**src/rtl/umi_arbiter_if.sv**
```systemverilog
// Bundle of request-side and output-side handshake signals for umi_arbiter.
// The arbiter uses the slave modport; requesters/consumers drive the master side.
interface umi_arbiter_if #(
  parameter int N  = 4,
  parameter int UW = 256
);
  logic [N-1:0]    in_valid;
  logic [N*UW-1:0] in_packet;
  logic [N-1:0]    in_ready;
  logic            out_valid;
  logic [UW-1:0]   out_packet;
  logic            out_ready;
  logic [N-1:0]    out_grant;

  modport master (
    output in_valid, in_packet, out_ready,
    input  in_ready, out_valid, out_packet, out_grant
  );

  modport slave (
    input  in_valid, in_packet, out_ready,
    output in_ready, out_valid, out_packet, out_grant
  );
endinterface

```
**src/rtl/umi_arbiter.sv**
```systemverilog
// N-to-1 UMI packet arbiter: write class beats read class, round-robin inside
// each class, with an aging counter that lets a waiting read through after STARVE writes.
module umi_arbiter #(
  parameter int N      = 4,
  parameter int UW     = 256,
  parameter int STARVE = 15
) (
  input  logic           clk,
  input  logic           nreset,
  umi_arbiter_if.slave   bus
);
  localparam int PW = (N > 1) ? $clog2(N) : 1;
  localparam int CW = $clog2(STARVE + 1);

  logic [UW-1:0] pkt [N];
  logic [N-1:0]  hi_req;
  logic [N-1:0]  lo_req;

  generate
    for (genvar gi = 0; gi < N; gi++) begin : g_req
      assign pkt[gi]    = bus.in_packet[gi*UW +: UW];
      assign hi_req[gi] = bus.in_valid[gi] &  pkt[gi][0];
      assign lo_req[gi] = bus.in_valid[gi] & ~pkt[gi][0];
    end
  endgenerate

  logic          out_valid_q,  out_valid_d;
  logic [UW-1:0] out_packet_q, out_packet_d;
  logic [N-1:0]  out_grant_q,  out_grant_d;
  logic [PW-1:0] hi_ptr_q,     hi_ptr_d;
  logic [PW-1:0] lo_ptr_q,     lo_ptr_d;
  logic [CW-1:0] starve_q,     starve_d;

  logic          lo_any, hi_any, starved, sel_lo, sel_hi;
  logic          load, found, accept;
  logic [N-1:0]  req, grant;
  logic [PW-1:0] ptr, nxt_ptr;
  logic [UW-1:0] pkt_sel;
  int            idx;
  int            nidx;

  assign lo_any  = |lo_req;
  assign hi_any  = |hi_req;
  assign starved = (starve_q == CW'(STARVE));
  assign sel_lo  = lo_any & (~hi_any | starved);
  assign sel_hi  = ~sel_lo & hi_any;
  assign load    = ~out_valid_q | bus.out_ready;
  assign accept  = load & found;

  // Rotating first-set search starting at the winning class pointer.
  always_comb begin
    req     = sel_lo ? lo_req : (sel_hi ? hi_req : '0);
    ptr     = sel_lo ? lo_ptr_q : hi_ptr_q;
    grant   = '0;
    found   = 1'b0;
    nxt_ptr = '0;
    idx     = 0;
    nidx    = 0;
    for (int k = 0; k < N; k++) begin
      idx = int'(ptr) + k;
      if (idx >= N) idx = idx - N;
      if (!found && req[idx]) begin
        found      = 1'b1;
        grant[idx] = 1'b1;
        nidx       = idx + 1;
        if (nidx >= N) nidx = 0;
        nxt_ptr    = PW'(nidx);
      end
    end
  end

  always_comb begin
    pkt_sel = '0;
    for (int k = 0; k < N; k++) begin
      if (grant[k]) pkt_sel = pkt[k];
    end
  end

  always_comb begin
    out_valid_d  = out_valid_q;
    out_packet_d = out_packet_q;
    out_grant_d  = out_grant_q;
    hi_ptr_d     = hi_ptr_q;
    lo_ptr_d     = lo_ptr_q;
    starve_d     = starve_q;
    if (load) begin
      if (found) begin
        out_valid_d  = 1'b1;
        out_packet_d = pkt_sel;
        out_grant_d  = grant;
        if (sel_lo) lo_ptr_d = nxt_ptr;
        else        hi_ptr_d = nxt_ptr;
      end else begin
        out_valid_d = 1'b0;
      end
    end
    // Aging only counts while a read is actually waiting.
    if (!lo_any) begin
      starve_d = '0;
    end else if (accept) begin
      if (sel_lo)        starve_d = '0;
      else if (!starved) starve_d = starve_q + 1'b1;
    end
  end

  always_ff @(posedge clk or negedge nreset) begin
    if (!nreset) begin
      out_valid_q  <= 1'b0;
      out_packet_q <= '0;
      out_grant_q  <= '0;
      hi_ptr_q     <= '0;
      lo_ptr_q     <= '0;
      starve_q     <= '0;
    end else begin
      out_valid_q  <= out_valid_d;
      out_packet_q <= out_packet_d;
      out_grant_q  <= out_grant_d;
      hi_ptr_q     <= hi_ptr_d;
      lo_ptr_q     <= lo_ptr_d;
      starve_q     <= starve_d;
    end
  end

  assign bus.in_ready   = grant & {N{load & nreset}};
  assign bus.out_valid  = out_valid_q;
  assign bus.out_packet = out_packet_q;
  assign bus.out_grant  = out_grant_q;
endmodule

```
**src/flat_wrapper.sv**
```systemverilog
// flat-port wrapper written by rule: the top's interface ports become plain ports
module umi_arbiter_flat 
#(
  parameter int N      = 4,
  parameter int UW     = 256,
  parameter int STARVE = 15
)
  (clk, nreset, bus_in_valid, bus_in_packet, bus_out_ready, bus_in_ready, bus_out_valid, bus_out_packet, bus_out_grant);
  umi_arbiter_if #(.N(N), .UW(UW)) bus_i ();
  input  logic clk;
  input  logic nreset;
  input wire logic [$bits(bus_i.in_valid)-1:0] bus_in_valid;
  input wire logic [$bits(bus_i.in_packet)-1:0] bus_in_packet;
  input wire logic [$bits(bus_i.out_ready)-1:0] bus_out_ready;
  output wire logic [$bits(bus_i.in_ready)-1:0] bus_in_ready;
  output wire logic [$bits(bus_i.out_valid)-1:0] bus_out_valid;
  output wire logic [$bits(bus_i.out_packet)-1:0] bus_out_packet;
  output wire logic [$bits(bus_i.out_grant)-1:0] bus_out_grant;
  assign bus_i.in_valid = bus_in_valid;
  assign bus_i.in_packet = bus_in_packet;
  assign bus_i.out_ready = bus_out_ready;
  assign bus_in_ready = bus_i.in_ready;
  assign bus_out_valid = bus_i.out_valid;
  assign bus_out_packet = bus_i.out_packet;
  assign bus_out_grant = bus_i.out_grant;
  umi_arbiter #(.N(N), .UW(UW), .STARVE(STARVE)) u_core (.clk(clk), .nreset(nreset), .bus(bus_i));
endmodule
```
**config.mk**
```make
export PLATFORM = sky130hd
export DESIGN_NAME = umi_arbiter_flat
export DESIGN_NICKNAME = d
export VERILOG_FILES = /design/src/rtl/umi_arbiter_if.sv /design/src/rtl/umi_arbiter.sv /design/src/flat_wrapper.sv
export SDC_FILE = /design/constraint.sdc
export NUM_CORES = 1
export LEC_CHECK = 0
export ABC_CLOCK_PERIOD_IN_PS = 11100
export CORE_AREA = 3 3 510 512
export CTS_CLUSTER_SIZE = 40
export DETAILED_ROUTE_END_ITERATION = 6
export DIE_AREA = 0 0 513 515
export GPL_TIMING_DRIVEN = 0
export SLEW_MARGIN = 20
export SYNTH_ARGS = -nofsm -noshare
export SYNTH_HDL_FRONTEND = slang
export SYNTH_SLANG_ARGS = --single-unit
```
**constraint.sdc**
```tcl
create_clock -name clk -period 11.1 [get_ports clk]
set_clock_uncertainty 0.1 [all_clocks]
set_input_delay 3.33 -clock clk [delete_from_list [all_inputs] [get_ports clk]]
set_output_delay 3.33 -clock clk [all_outputs]
set_load 0.03 [all_outputs]
```
Word-level counts from Yosys, hierarchy flattened
Index checks and enable logic that the tools add are counted.
{"block": "word_totals", "word_cells": 130, "inputBits": 1031, "out_inout_bits": 265, "register_bits": 269}
{"block": "classes", "n_lt_le_gt_ge": 16, "n_mux": 52, "n_reduce_logical": 16, "n_addsub": 12, "n_eq_ne": 3, "bitwise_logic": 25}
{"op": "$mux W256", "n": 4}
{"op": "$ge A32 B4 Y1 const B", "n": 7}
{"op": "$add A32 B2 Y32 const B", "n": 4}
{"op": "$ge A32 B1 Y1 const B", "n": 4}
{"op": "$lt A32 B4 Y1 const B", "n": 4}
{"op": "$mux W32", "n": 4}
{"op": "$sub A32 B4 Y32 const B", "n": 3}
{"op": "$mux W4", "n": 10}
{"op": "$mux W2", "n": 9}
{"op": "$mux W1", "n": 17}
{"op": "$and A1 B1 Y1", "n": 12}
{"op": "$or A4 B4 Y4", "n": 3}
{"op": "$bmux W1 S2", "n": 4}
{"op": "$demux W1 S2", "n": 4}
{"op": "$reduce_or A4 Y1", "n": 2}
{"op": "$logic_and A1 B1 Y1", "n": 7}
{"op": "$not A1 Y1", "n": 7}
{"op": "$add A2 B2 Y3 const B", "n": 2}
{"op": "$reduce_and A3 Y1", "n": 2}
{"op": "$add A4 B1 Y4 const B", "n": 1}
{"op": "$and A4 B4 Y4", "n": 1}
{"op": "$eq A4 B4 Y1 const B", "n": 1}
{"op": "$reduce_and A2 Y1", "n": 2}
{"op": "$sub A2 B3 Y4 const B", "n": 1}
{"op": "6 further kinds", "n": 9}

Longest topological paths before layout
Gate-level depths: netlist of the first run.
{"block": "logic_depth", "depth_word": 26, "mapped_depth": 19, "depth_no_buf": 14}

Least setup slack after synthesis of the first run
Ideal clock, no wire load.
{"block": "synth_path", "path_kind": "input to output", "start": "input port bus_in_packet[0]", "end": "output port bus_in_ready[3]", "path_buffers": 3, "arrival_ns": 6.845, "required_ns": 7.670, "cell_stages": 14, "slack_ns": 0.825, "cell_sequence": "a222oi_1 -> a21oi_2 -> o21ai_0 -> nand2_1 -> ha_1 -> inv_1 -> a21oi_1 -> and4_1 -> o2111a_1 -> o41a_1 -> buf_2 -> buf_2 -> buf_2 -> and3_1"}
{"block": "synth_between", "elab_chain_cells": 23, "elab_cells_between_ends": 77, "classes_between": "add/sub (7); order compare (12); mux (34); bitwise (12); reduce/logical (12)"}
{"element": "start, declared", "line": "flat_wrapper.sv:13", "rtl": "input wire logic [$bits(bus_i.in_packet)-1:0] bus_in_packet;"}
{"element": "branches (longest 21 deep; another with $sub A32 B4 Y32)"}
{"element": "$mux W4 *", "line": "umi_arbiter.sv:62", "rtl": "if (!found && req[idx]) begin"}
{"element": "$and A4 B4 Y4 *", "line": "umi_arbiter.sv:124", "rtl": "assign bus.in_ready = grant & {N{load & nreset}};"}
{"element": "end, declared", "line": "flat_wrapper.sv:15", "rtl": "output wire logic [$bits(bus_i.in_ready)-1:0] bus_in_ready;"}
Every way passes the cells marked *. The select of a mux whose other input is x is not followed.

Worst setup path after layout of the first run
{"block": "layout_path", "start": "input port bus_in_valid[0]", "end": "output port bus_in_ready[3]"}
{"block": "layout_between", "elab_chain_cells": 23, "elab_cells_between_ends": 76, "classes_between": "add/sub (7); order compare (12); mux (34); bitwise (11); reduce/logical (12)"}
{"element": "start, declared", "line": "flat_wrapper.sv:12", "rtl": "input wire logic [$bits(bus_i.in_valid)-1:0] bus_in_valid;"}
{"element": "branches (longest 21 deep; another with $sub A32 B4 Y32)"}
{"element": "$mux W4 *", "line": "umi_arbiter.sv:62"}
{"element": "$and A4 B4 Y4 *", "line": "umi_arbiter.sv:124"}
Marked as above.

==> results.cfg, run 1 <==
[status]
outcome = complete, no violations

[timing]
worst_slew_margin_rel = 0.125
report.final.slew_viol_count = 0
finalHoldViolCount = 0
fin_crit_sh = 0.984
timing.final.ws_setup_ns = 0.180
whs_ns = 0.378
grt_setup_unrepaired = no
fmaxAchievable_ghz = 0.0916
fin_crit_ns = 10.92
worstMarginPinSlew_ns = 1.30
setup_viol_count_final = 0

[critical_path]
r2r_start = u_core.starve_q[0]
r2r_setup_slack_ns = 4.54
ff2ff_path_depth = 20
cp-end-kind = output pin
crit_type = in2out
r2r_end = u_core.bus.out_packet[226]
crit_required_ns = 7.67
crit_fanout = 15
arrival_ns = 7.49
crit_path_start_kind = input port

[floorplanning]
die_y_microns = 515
fp.coreArea_sq_um = 256000
row_count = 186
start_util = 0.0748
die_w_microns = 513
io_pins = 1296
dieArea_sq_um = 264000

[clocking]
holdBufCountCts = 0
cts_inserted_buffers = 41
ctsRootBufferMaster = clkbuf_16
cts.clk_slew.worst_paths_ns = 0.06
cts.sinks = 269
h-tree-depth = 2
cts_tree = done
worst_skew_pair.late_latency_ns = 0.66
clock_path_buffers = 3

[logic_synthesis]
synth_edf_count = 0
synth.area.top_cells = dfrtp_1, a21oi_1, nand2_1
synthTopCellsByCount = nand2_1, a21oi_1, dfrtp_1
synthArstFlopShare = 1.00
postSynthCellCount = 2757
synth.avg_cell_area_sq_um = 6.96
yosys.area.top_type = dfrtp_1
yosysSeqAreaShare = 0.351
synth_top_area_share = 0.351
synth.distinct_cells = 58
mappedNetlistArea_sq_um = 19200
synthFlopType = dfrtp_1
yosysWarnings = 0
ys_seq_elements = 269
synthMostInstantiatedCell = nand2_1
syn_nets = 3796

[grt]
grt_max_degree = 81
overflow = 0
grt_pass1_wl_microns = 305000
grtUsageTotal = 0.179
antenna_found_initial = 192
first_global_vias = 27315

[hold_path]
hold_depth = 2
hold_class = reg2reg
worstHoldStart = u_core.bus.out_grant[2]
holdPathEnd = u_core.bus.out_grant[2]

[run]
maxCapViolCount = 0

[route]
vias = 28769
drtAntennaViolNets = 0
drc = 0
routed_wl_microns = 249000
drt_iter0_markers = 3078
avgViaCountPerCell = 3.79
drt_pass1_iterations = 6
routedWlPerCell_microns = 32.8

[cells_and_area]
ff_latch_area_sq_um = 6730
fill_cells = 29571
drive_above_1_share = 0.0694
final_area_sq_um = 38500
multiInputGateArea_sq_um = 11200
area_delta_synth_final_pct = 101
fin_nets = 5156

[place]
io_buffers = 1295
gp_congestion = 1.00
dp.final_hpwl_microns = 219000
dp_slack_ns = -2.08
placed_cell_area_sq_um = 36800

[power]
max-vdd-ir-drop_mv = 0.190
p_per_area_nw_per_um2 = 415
leakage_uw = 0.0151
## what timing repair did
action	4_1_cts	5_1_grt
endpoints found under the setup margin	4	4
resized for setup	21	7
pin swaps	3	1
buffers inserted	5	1
## layout make-up
class                           count  share of cell area
Antenna cell                       51             0.00332
Buffer                            260              0.0342
Clock buffer                       57              0.0308
Clock inverter                     18             0.00790
Inverter                            7            0.000683
Multi-Input combinational cell   2217               0.291
Sequential cell                   269               0.175
Tap cell                         3384               0.110
Timing Repair Buffer             1321               0.347
## cell families (layout without fill, tap and decap cells)
| kind of cell | Yosys count | after routing | synth area share |
|---|---|---|---|
| adders and majority gates | 8 | 8 | 0.00522 |
| buffers and inverters | 271 | 1663 | 0.0691 |
| DFF | 269 | 269 | 0.351 |
| other | 0 | 51 | 0 |
| AOI/OAI and AO/OA | 1110 | 1110 | 0.336 |
| muxes | 3 | 3 | 0.00170 |
| and+or+nand+nor | 1096 | 1096 | 0.237 |
## cell usage in the layout (no fill, tap or decap), drive strengths merged, types with 5 or more instances in the layout
cell	count
ha	8
inv	8
nand2b	5
diode	51
a21oi	530
clkdlybuf4s50	1280
nand3	264
o21ai	267
and3	8
a21o	260
dfrtp	269
a31oi	7
nor2	264
clkinv	8
o2111ai	6
clkbuf	160
buf	192
nand2	536
bufinv	7
## sequential cells by signal, summed over array words and instances, names as in the netlist
| name | count |
|---|---|
| u_core.bus.out_grant | 4 |
| u_core.bus.out_packet | 256 |
| u_core.bus.out_valid | 1 |
| u_core.hi_ptr_q | 2 |
| u_core.lo_ptr_q | 2 |
| u_core.starve_q | 4 |
## worst max-delay path, stage by stage
cell             delay (ns)
clkdlybuf4s50_1        0.53
a222oi_1               0.36
buf_4                  0.20
buf_4                  0.15
a21o_4                 0.16
a21oi_1                0.07
a21o_1                 0.15
buf_2                  0.19
ha_2                   0.35
inv_2                  0.11
a21oi_1                0.05
and4_1                 0.25
o2111a_1               0.30
o41a_1                 0.41
buf_8                  0.19
buf_4                  0.20
and3_1                 0.19
clkdlybuf4s15_2        0.28
## worst max-delay path by stage
stage | startpoint | to | slack (ns) | cells past startpoint
after global routing | bus_in_packet[768] | bus_in_ready[3] | 0.008 | 16
after CTS | bus_in_valid[0] | bus_in_ready[2] | 0.02 | 18
final | bus_in_valid[0] | bus_in_ready[3] | 0.18 | 18
after detailed placement | bus_in_packet[256] | bus_in_ready[0] | -2.08 | 15
after floorplan | bus_in_packet[0] | bus_in_ready[3] | 0.83 | 14
after global placement | nreset | bus_in_ready[1] | -9.37 | 3
## layer usage
layer | wire length, microns | GRT usage | part of all wire | vias to the layer above
li1 | - | - | - | 12379
met1 | 95700 | 0.206 | 0.38 | 13853
met2 | 108000 | 0.280 | 0.43 | 1900
met3 | 31700 | 0.0891 | 0.13 | 501
met4 | 12400 | 0.0731 | 0.050 | 136
met5 | 950 | 0.00347 | 0.0038 | -
## power by group
group          switching, uW  total [uW]  internal (uW)
Combinational           8990       12600           3560
Sequential               348        1880           1540
Clock                    628        1540            910
## stage by stage
step,std cells,TNS (ns),util,total power [uW]
finish,7584,0,0.150,16000
global route,7568,0,0.150,16900
CTS,7532,0,0.150,16200
detailed placement,7456,-6.49,0.144,14500
global placement,7436,-2271.33,0.142,14300
floorplan,2757,0,-,7560
No activity file was read; power rests on OpenSTA's default activity.
==> inputs of run 2 (changes only) <==
- CAP_MARGIN: unset -> 20
==> results.cfg, run 2 (same netlist as run 1, synthesis figures left out) <==
[status]
outcome = complete, no violations

[route]
routedWlPerCell_microns = 32.8
avgViaCountPerCell = 3.77
drt_iter0_markers = 3090
drtAntennaViolNets = 0
drt_pass1_iterations = 6
routed_wl_microns = 249000
vias = 28575
drc = 0

[floorplanning]
start_util = 0.0748
die_w_microns = 513
io_pins = 1296
row_count = 186
fp.coreArea_sq_um = 256000
die_y_microns = 515
dieArea_sq_um = 264000

[place]
dp.final_hpwl_microns = 219000
io_buffers = 1295
placedCellCount = 7456
dp_slack_ns = -2.07
gp_congestion = 1.00

[hold_path]
hold_class = reg2reg

[timing]
setup_viol_count_final = 0
worstMarginPinSlew_ns = 1.25
fmaxAchievable_ghz = 0.0916
grt_setup_unrepaired = no
worst_slew_margin_rel = 0.161
fin_crit_sh = 0.984
finalHoldViolCount = 0
fin_crit_ns = 10.92
tns_ns = 0
whs_ns = 0.376
timing.final.ws_setup_ns = 0.178
report.final.slew_viol_count = 0

[cells_and_area]
fin_nets = 5157
largest_reg_flops = 256
area_delta_synth_final_pct = 101
fill_cells = 29567
ff_latch_area_sq_um = 6730
stdcell_count = 7588
drive_above_1_share = 0.0699
final_util = 0.150
final_cell_mix = clkdlybuf4s50_1, nand2_1, a21oi_1
final_common_cell = clkdlybuf4s50_1
multiInputGateArea_sq_um = 11200

[critical_path]
crit_type = in2out
arrival_ns = 7.49
startpoint = bus_in_valid[0]
crit_required_ns = 7.67
critPathMaxStageDelay_ns = 0.52
cp_cell_sequence = clkdlybuf4s50_1 -> a222oi_1 -> buf_4 -> buf_4 -> a21o_4 -> a21oi_1 -> a21o_1 -> buf_2 -> ha_2 -> inv_2 -> a21oi_1 -> and4_1 -> o2111a_1 -> o41a_1 -> buf_8 -> buf_4 -> and3_1 -> clkdlybuf4s15_2
cp-endpoint = bus_in_ready[3]
path_common_cell = buf_4
r2r_setup_slack_ns = 4.56
r2r_start = u_core.starve_q[0]
cp-end-kind = output pin
r2r_end = u_core.bus.out_packet[226]
crit_path_start_kind = input port
ff2ff_path_depth = 20
crit_fanout = 15
slowest_stage = clkdlybuf4s50_1

[grt]
grt_pass1_wl_microns = 305000
grtUsageTotal = 0.179
overflow = 0
first_global_vias = 27353
grt_max_degree = 81
antenna_found_initial = 185

[clocking]
cts.clk_slew.worst_paths_ns = 0.06
h-tree-depth = 2
clock_path_buffers = 3
holdBufCountCts = 0
cts_tree = done
cts_inserted_buffers = 41
cts.sinks = 269
ctsRootBufferMaster = clkbuf_16
worst_skew_pair.late_latency_ns = 0.67

[power]
p_per_area_nw_per_um2 = 415
leakage_uw = 0.0151
max-vdd-ir-drop_mv = 0.206

[run]
maxCapViolCount = 0
run 2: cell types whose count changed in the layout (fill, tap and decap cells not counted), sizes merged:
cell,previous run,this run
dlymetal6s2s,1,2
diode,51,54
clkbuf,160,161
dlygate4sd2,4,3
run 2: cell type report:
cell class	instances	share of cell area
Multi-Input combinational cell	2217	0.291
Antenna cell	54	0.00351
Clock inverter	18	0.00789
Tap cell	3384	0.110
Clock buffer	57	0.0308
Buffer	260	0.0342
Inverter	7	0.000682
Sequential cell	269	0.175
Timing Repair Buffer	1322	0.347
run 2: worst min path at each step:
stage | from | endpoint | slack, ns | cells past startpoint
4_1_cts | u_core.bus.out_grant[0] | u_core.bus.out_grant[0] | 0.38 | 2
5_1_grt | u_core.bus.out_grant[3] | u_core.bus.out_grant[3] | 0.40 | 2
2_1_floorplan | u_core.starve_q[1] | u_core.starve_q[1] | 0.42 | 2
3_3_place_gp | u_core.bus.out_grant[2] | u_core.bus.out_grant[2] | 0.36 | 2
3_5_place_dp | u_core.bus.out_grant[0] | u_core.bus.out_grant[0] | 0.36 | 2
6_report | u_core.bus.out_grant[0] | u_core.bus.out_grant[0] | 0.38 | 2
run 2: stage by stage:
stage | total power, uW | instance area, sq um
final | 16000 | 38500
after detailed placement | 14500 | 36800
after CTS | 16200 | 38400
after global placement | 14300 | 36400
after global routing | 16900 | 38500
after floorplan | 7560 | 19200
run 2: critical path, delay by kind of cell:
kind	cells	cell delay, ns
adders and majority gates	1	0.35
AOI/OAI and AO/OA	7	1.50
buffers and inverters	8	1.84
and+or+nand+nor	2	0.45
run 2: what timing repair did:
action                                  in CTS  in global routing
gates resized for setup                     21                  7
buffers inserted                             7                  0
endpoints found under the setup margin       4                  4
pin swaps                                    4                  0
run 2: power by group:
| group | total, uW | internal (uW) | switching, uW |
|---|---|---|---|
| registers | 1880 | 1530 | 347 |
| logic | 12500 | 3570 | 8980 |
| clock network | 1540 | 911 | 634 |
| total | 16000 | 6010 | 9960 |
run 2: per-layer routing:
metal	GRT usage	vias up	wire (microns)
li1	-	12391	-
met1	0.207	13717	95600
met2	0.280	1863	108000
met3	0.0882	476	31700
met4	0.0736	128	12000
met5	0	-	866
==> inputs of run 3 (changes only) <==
- CELL_PAD_IN_SITES_DETAIL_PLACEMENT: unset -> 2
- CELL_PAD_IN_SITES_GLOBAL_PLACEMENT: unset -> 2
- CORE_AREA: 3 3 510 512 -> 3 3 498 500
- DIE_AREA: 0 0 513 515 -> 0 0 501 503
- PLACE_DENSITY_LB_ADDON: unset -> 0.1
==> results.cfg, run 3 (same netlist as run 1, synthesis figures left out) <==
[status]
outcome = complete, no violations

[critical_path]
cp_num_buf_inv = 9
cp_top_family = buffers and inverters
arrival_ns = 7.41
cp_cell_sequence = dlygate4sd2_1 -> a222oi_1 -> buf_4 -> buf_4 -> a21o_4 -> a21oi_1 -> a21o_1 -> buf_4 -> ha_2 -> inv_2 -> a21oi_1 -> and4_1 -> o2111a_2 -> o41a_1 -> buf_6 -> buf_6 -> buf_6 -> and3_1 -> clkdlybuf4s15_2
cp-end-kind = output pin
crit_required_ns = 7.67
ff2ff_path_depth = 20
slowest_stage = o41a_1
crit_fanout = 12
critPathMaxStageDelay_ns = 0.39
crit_type = in2out
crit_path_start_kind = input port
path_depth = 19

[route]
drtAntennaViolNets = 0
drc = 0
met1Wirelength_microns = 93900
drt_pass1_iterations = 5
maxUsedRoutingLayer = met5
routed_wl_microns = 239000
drt_iter0_markers = 1132
routed-wl-met3_microns = 18700
wl_met2_microns = 121000
avgViaCountPerCell = 3.72
vias = 27515
routedWlPerCell_microns = 32.2

[timing]
fmaxAchievable_ghz = 0.0923
grt_setup_unrepaired = no
finalHoldViolCount = 0
fin_crit_ns = 10.84
setup_viol_count_final = 0
worstMarginPinSlew_ns = 1.12
tns_ns = 0
timing.final.ws_setup_ns = 0.265
report.final.slew_viol_count = 0
fin_crit_sh = 0.976
worst_slew_margin_rel = 0.253
whs_ns = 0.391

[grt]
first_global_vias = 30662
grt_max_degree = 64
overflow = 0
grtUsageTotal = 0.182
antenna_found_initial = 206
grt_pass1_wl_microns = 308000

[run]
maxCapViolCount = 0

[clocking]
cts.sinks = 269
h-tree-depth = 2
worst_skew_pair.late_latency_ns = 0.68
cts.clk_slew.worst_paths_ns = 0.05
cts_inserted_buffers = 51
holdBufCountCts = 0
ctsRootBufferMaster = clkbuf_16
clock_path_buffers = 3
cts_tree = done

[place]
io_buffers = 1295
dp.final_hpwl_microns = 198000
dp_slack_ns = -2.28
gp_congestion = 0.799
placed_cell_area_sq_um = 36400

[power]
max-vdd-ir-drop_mv = 0.128
leakage_uw = 0.0152
p_per_area_nw_per_um2 = 395

[cells_and_area]
largest_reg_flops = 256
fin_nets = 5164
drive_above_1_share = 0.0664
final_util = 0.158
final_common_cell = clkdlybuf4s50_1
final_area_sq_um = 38400
final_cell_mix = clkdlybuf4s50_1, nand2_1, a21oi_1
area_delta_synth_final_pct = 100

[floorplanning]
row_count = 181
fp.coreArea_sq_um = 243000
die_y_microns = 503
die_w_microns = 501
dieArea_sq_um = 252000
io_pins = 1296
start_util = 0.0788

[hold_path]
hold_class = reg2reg
hold_depth = 2
[run 3: changes by cell type in the layout (fill, tap and decap cells not counted), moves of 3 or more]
cell | before | now
bufinv_16 | 7 | 4
buf_2 | 109 | 101
clkbuf_16 | 41 | 53
diode_2 | 54 | 41
o21ai_0 | 242 | 265
o21ai_1 | 18 | 1
clkbuf_1 | 94 | 107
clkbuf_2 | 15 | 11
o21ai_2 | 7 | 0
[run 3: worst paths after layout]
kind	start	endpoint	slack, ns
worst min register to register	u_core.bus.out_grant[0]	u_core.bus.out_grant[0]	0.39
worst min-delay path	u_core.bus.out_grant[0]	u_core.bus.out_grant[0]	0.39
worst max-delay path	bus_in_packet[0]	bus_in_ready[3]	0.26
min in group asynchronous	nreset	u_core.bus.out_packet[138]	2.34
max in group asynchronous	nreset	u_core.bus.out_packet[28]	6.76
worst max register to register	u_core.starve_q[0]	u_core.bus.out_packet[122]	5.18
[run 3: where the power goes]
| group | total (uW) | switching (uW) | internal, uW |
|---|---|---|---|
| registers | 2000 | 469 | 1530 |
| clock network | 1740 | 709 | 1030 |
| logic | 11400 | 7940 | 3490 |
[run 3: final cells by class]
cell class / instances / area [sq um]
fill: 28373 / 205000
timing repair buffer: 1319 / 13300
multi-input combinational: 2217 / 11200
sequential: 269 / 6730
tap: 3202 / 4010
clock buffer: 80 / 1550
buffer: 260 / 1320
clock inverter: 7 / 135
antenna: 41 / 103
inverter: 7 / 26.3
[run 3: timing repair]
item,in CTS,in global routing
setup buffers,13,0
pin swaps,6,0
endpoints found under the setup margin,4,4
hold endpoints to repair,0,0
gates resized for setup,30,12
[run 3: stage by stage]
step,total power [uW],instances
finish,15200,7402
global route,16500,7376
CTS,15900,7362
detailed placement,13900,7265
global placement,13800,7254
floorplan,7560,2757
[run 3: metal layers]
| layer | track usage | vias up |
|---|---|---|
| li1 | - | 12411 |
| met1 | 0.204 | 13513 |
| met2 | 0.332 | 1023 |
| met3 | 0.0659 | 408 |
| met4 | 0.0293 | 160 |
| met5 | 0 | - |
[run 3: worst reg2reg max path: stages, from the launching register on]
cell and delay (ns):
dfrtp_1 0.40, ha_1 0.24, and3_1 0.17, clkbuf_1 0.33, a21oi_4 0.08, buf_4 0.17
o21ai_4 0.18, nand2_2 0.16, ha_2 0.44, inv_2 0.08, a21oi_1 0.10, and4_1 0.28
o2111ai_1 0.23, a41oi_4 0.30, buf_12 0.16, buf_4 0.16, buf_2 0.53, clkbuf_1 0.92
nand2_1 0.15, o21ai_1 0.50, a21o_1 0.21
